**src/rtl/onehot_seq_pkg.sv**
```systemverilog
`default_nettype none
// +-----------------------------------------------------------------------+
// | onehot_seq_pkg : shared types and helpers for onehot_sequencer         |
// | Rev 1.0                                                               |
// +-----------------------------------------------------------------------+
package onehot_seq_pkg;

   typedef enum logic [0:0] {
      IDLE = 1'b0,
      RUN  = 1'b1
   } state_e;

   localparam logic MODE_DECODE = 1'b0;
   localparam logic MODE_SCAN   = 1'b1;

   // Wide enough for any SEL_W up to 8; callers truncate to their own OUT_W.
   localparam int ONEHOT_MAX_W = 256;

   function automatic logic [ONEHOT_MAX_W-1:0] onehot_of(input logic [7:0] sel);
      onehot_of      = '0;
      onehot_of[sel] = 1'b1;
   endfunction

endpackage
`default_nettype wire

```
**src/rtl/onehot_sequencer_dwell_timer.sv**
```systemverilog
`default_nettype none
// +-----------------------------------------------------------------------+
// | dwell_timer : loadable down-counter, loads DWELL-1, flags zero         |
// | Rev 1.0                                                               |
// +-----------------------------------------------------------------------+
module dwell_timer #(
   parameter int DWELL = 4
) (
   input  logic clk,
   input  logic rst_n,
   input  logic load,
   input  logic dec,
   output logic zero
);

   localparam int CNT_W = (DWELL > 1) ? $clog2(DWELL) : 1;

   logic [CNT_W-1:0] cnt_q;
   logic [CNT_W-1:0] cnt_d;

   always_comb begin
      cnt_d = cnt_q;
      if (load) begin
         cnt_d = CNT_W'(DWELL - 1);
      end else if (dec && (cnt_q != '0)) begin
         cnt_d = cnt_q - CNT_W'(1);
      end
   end

   always_ff @(posedge clk or negedge rst_n) begin
      if (!rst_n) begin
         cnt_q <= '0;
      end else begin
         cnt_q <= cnt_d;
      end
   end

   assign zero = (cnt_q == '0);

endmodule
`default_nettype wire

```
**src/rtl/onehot_sequencer.sv**
```systemverilog
`default_nettype none
// +-----------------------------------------------------------------------+
// | onehot_sequencer : registered one-hot decoder with dwell and scan.    |
// | Scan walk is built only when ONEHOT_SEQ_SCAN_EN is defined.  Rev 1.0  |
// +-----------------------------------------------------------------------+
module onehot_sequencer
   import onehot_seq_pkg::*;
#(
   parameter int SEL_W = 2,
   parameter int DWELL = 4
) (
   input  logic                  clk,
   input  logic                  rst_n,
   input  logic                  in_valid,
   output logic                  in_ready,
   input  logic [SEL_W-1:0]      in_sel,
   input  logic                  in_mode,
   input  logic                  abort,
   output logic [2**SEL_W-1:0]   out_onehot,
   output logic [SEL_W-1:0]      out_index,
   output logic                  out_valid
);

   localparam int OUT_W = 2**SEL_W;

   state_e             state_q, state_d;
   logic [OUT_W-1:0]   onehot_q, onehot_d;
   logic [SEL_W-1:0]   index_q, index_d;
   logic               valid_q, valid_d;
   logic               tmr_load, tmr_dec, tmr_zero;
`ifdef ONEHOT_SEQ_SCAN_EN
   logic [SEL_W-1:0]   steps_q, steps_d;
`else
   logic               unused_mode;
   assign unused_mode = in_mode;
`endif

   dwell_timer #(
      .DWELL (DWELL)
   ) u_dwell_timer (
      .clk   (clk),
      .rst_n (rst_n),
      .load  (tmr_load),
      .dec   (tmr_dec),
      .zero  (tmr_zero)
   );

   assign in_ready = (state_q == IDLE) && !abort;

   always_comb begin
      state_d  = state_q;
      onehot_d = onehot_q;
      index_d  = index_q;
      valid_d  = valid_q;
      tmr_load = 1'b0;
      tmr_dec  = 1'b0;
`ifdef ONEHOT_SEQ_SCAN_EN
      steps_d  = steps_q;
`endif
      case (state_q)
         IDLE: begin
            if (in_valid && in_ready) begin
               state_d  = RUN;
               onehot_d = OUT_W'(onehot_of(8'(in_sel)));
               index_d  = in_sel;
               valid_d  = 1'b1;
               tmr_load = 1'b1;
`ifdef ONEHOT_SEQ_SCAN_EN
               steps_d  = (in_mode == MODE_SCAN) ? SEL_W'(OUT_W - 1) : '0;
`endif
            end
         end
         RUN: begin
            if (abort) begin
               state_d  = IDLE;
               onehot_d = '0;
               valid_d  = 1'b0;
            end else if (!tmr_zero) begin
               tmr_dec = 1'b1;
`ifdef ONEHOT_SEQ_SCAN_EN
            end else if (steps_q != '0) begin
               // Advance to the next line; index and rotation both wrap naturally.
               onehot_d = {onehot_q[OUT_W-2:0], onehot_q[OUT_W-1]};
               index_d  = index_q + SEL_W'(1);
               tmr_load = 1'b1;
               steps_d  = steps_q - SEL_W'(1);
`endif
            end else begin
               state_d  = IDLE;
               onehot_d = '0;
               valid_d  = 1'b0;
            end
         end
         default: state_d = IDLE;
      endcase
   end

   always_ff @(posedge clk or negedge rst_n) begin
      if (!rst_n) begin
         state_q  <= IDLE;
         onehot_q <= '0;
         index_q  <= '0;
         valid_q  <= 1'b0;
`ifdef ONEHOT_SEQ_SCAN_EN
         steps_q  <= '0;
`endif
      end else begin
         state_q  <= state_d;
         onehot_q <= onehot_d;
         index_q  <= index_d;
         valid_q  <= valid_d;
`ifdef ONEHOT_SEQ_SCAN_EN
         steps_q  <= steps_d;
`endif
      end
   end

   assign out_onehot = onehot_q;
   assign out_index  = index_q;
   assign out_valid  = valid_q;

endmodule
`default_nettype wire
```
**config.mk**
```make
export PLATFORM = sky130hd
export DESIGN_NAME = onehot_sequencer
export DESIGN_NICKNAME = d
export VERILOG_FILES = /design/src/rtl/onehot_seq_pkg.sv /design/src/rtl/onehot_sequencer_dwell_timer.sv /design/src/rtl/onehot_sequencer.sv
export SDC_FILE = /design/constraint.sdc
export NUM_CORES = 1
export LEC_CHECK = 0
export ABC_AREA = 1
export BUFFER_PORTS_ARGS = -buffer_cell sky130_fd_sc_hd__buf_2
export CORE_AREA = 2 2 39 41
export DETAILED_ROUTE_END_ITERATION = 6
export DIE_AREA = 0 0 41 43
export PLACE_DENSITY = 0.62
export SKIP_CTS_REPAIR_TIMING = 1
export SLEW_MARGIN = 5
export SYNTH_ARGS = -nofsm -noshare
export SYNTH_HDL_FRONTEND = slang
export SYNTH_SLANG_ARGS = --single-unit
```
**constraint.sdc**
```tcl
create_clock -name clk -period 1 [get_ports clk]
set_input_delay 0.15 -clock clk [delete_from_list [all_inputs] [get_ports clk]]
set_output_delay 0.15 -clock clk [all_outputs]
set_load 0.005 [all_outputs]
```
==> metrics.txt <==
status=finished with violations; failing checks=negative setup slack; post-layout util=a little over 50%; Vias per Instance=roughly 4.6; reg2reg start=state_q; Clock Sinks=10; worst path arrival time=1220 ps; Worst-path clk slew=roughly 60 ps; hold crit path type=primary input to flop; WP depth=5; GPL Wtd Cong=roughly 0.71; Post-Route WL=around 950 um; count of final setup violators=8; clk_lat worst skew=between 200 and 300 ps; Wirelength per Cell=around 10 um; row cnt=14; Initial DRC Count=6; DP Cell Count=86; mean post-synth cell area=approximately 8.9 um2; starting density of the core=36.08%; share of cells above drive strength 1=about half; CP bufs+invs=1; fin area=between 700 and 800 um2; Rel. slew slack=between 80% and 90%; Syn-to-layout area delta=42.36%; number of global-route vias before repair=roughly 370; reg2reg end=out_onehot[1]; Slowest-stage cell, CP=dfrtp_2; die area=~1800 um2; nets=just under 90; Slew Limit Fails=0; Core Region=1384 um2; largest net degree at the start of global routing=11; Post-DRT Antenna Nets=0; TritonCTS clock tree=built; Root Buffer=clkbuf_4; net count after synthesis=64; Die Wd=between 40 and 50 um; crit path kind=flop to flop; Post-Route Skew=between 6 and 7 ps; Non-Filler Instances=93; P per Cell Area=around 2000 nW/um2; CTS Buf Count=3; Worst-Margin Slew=226.3 ps; critical path fanouts, max=8; Worst R2R Path Depth=5; WHS=between 150 and 200 ps; Total GRT Usage=12.46%; IO Count=15; crit end category=flop; Critical Path Source=state_q; initial antenna violation count=0; first-pass GRT wire length=between 1000 and 1500 um; Gate Count Post-Synth=56; Final Hold Fails=0; number of port buffers=13; startpoint class of the critical path=flop; maxcap violations=0; grt ovf=0; CP most frequent cell=nand2_1; most frequent cells in the layout=nand2_1, buf_2, dfrtp_1; Synth cell types=14; Top delay family on crit path=flip-flops; Reg2Reg Setup Slack=-70 ps; worst ir drop on vdd=around 0.00075 V; Final period util=107.2%; DRC=0; Post-Syn Area=499.2 um2; RSZ-0062 raised after global routing=yes; max incr delay on CP=about 450 ps; CTS max path bufs=2; via count=430; drt first pass iters=2; #FFs+latches synth=10; FMAX=932.9 MHz; post-synthesis sequential area ratio=about half; worst setup margin=-71.95 ps; Fill cells=136; CP cell instances=buf_4, nand3_4, nand2_4, nand2_1, nand2_1; Ys Warns=0; Leak=about 0.38 nW; placed wire-length estimate=about 660 um; Critical Path Sink=out_onehot[1]; antenna cell count=0; min Tclk post-route=around 1100 ps; data required time at the worst endpoint=between 1000 and 1500 ps; Cell Area, Placed=about 600 um2; Die H=between 40 and 50 um; # H-tree levels=1
[worst reg2reg max path, delay by kind of cell (launching register included)]
| family | cells | cell delay, ps |
|---|---|---|
| and+or+nand+nor | 4 | 360 |
| DFF | 1 | 450 |
| buffers and inverters | 1 | 160 |
[logic make-up after synthesis]
family / after synthesis / synth area share [%]
adder cells (fa/ha/maj): 1 / 2.506
AO/OA/AOI/OAI: 3 / 5.765
buffers and inverters: 8 / 6.015
flip-flops: 10 / 50.13
AND/OR/NAND/NOR: 34 / 35.59
[registers in the layout, indices dropped and copies added (netlist names)]
name	count
u_dwell_timer.cnt_q	2
out_valid	1
out_onehot	4
state_q	1
out_index	2
[cell type report]
type	count	area, um2	share of cell area, %
Timing Repair Buffer	17	101.3	14.26
Clock buffer	3	22.52	3.169
Tap cell	16	20.02	2.817
Sequential cell	10	251.5	35.39
Multi-Input combinational cell	39	282.8	39.79
Inverter	8	32.53	4.577
[per-stage QoR]
step	total power, mW	TNS [ps]	setup slack, ps
CTS	1.295	-750.4	-201.3
floorplan	0.8919	0	1.554
finish	1.423	-413.8	-71.95
detailed placement	1.034	-437.5	-76.58
global placement	1.028	-380.5	-59.40
global route	1.561	-983.0	-134.2
[worst min-delay path by stage]
stage	from	cells past startpoint	slack (ps)	to
6_report	in_sel[1]	4	190	out_onehot[0]
2_1_floorplan	rst_n	0	-150	out_index[0]
4_1_cts	rst_n	1	-260	u_dwell_timer.cnt_q[0]
3_3_place_gp	rst_n	1	20	out_onehot[1]
3_5_place_dp	rst_n	1	20	out_onehot[0]
5_1_grt	in_sel[0]	3	190	out_index[0]
[synthesized netlist by cell type, drive strengths merged]
library cell	instances	area share, %
nand2	21	20
dfrtp	10	50
inv	8	6.0
nand3	7	9.5
nor2	4	3.5
o21ai	2	2.0
ha	1	2.5
nand4	1	1.3
nor3	1	1.0
o21bai	1	3.8
[power by group]
| part | switching (mW) | leakage, nW | internal (mW) |
|---|---|---|---|
| sequential | 0.0765 | 0.125 | 0.520 |
| clock | 0.121 | 0.0138 | 0.138 |
| combinational | 0.306 | 0.241 | 0.261 |
[metal layers]
layer	global-route usage [%]	vias to the layer above	part of all wire [%]
li1	-	219	-
met5	0	-	0
met2	19.06	10	56
met1	13.58	201	38
met4	4.000	0	0
met3	7.853	0	5.8
No activity file was read; power rests on OpenSTA's default activity.
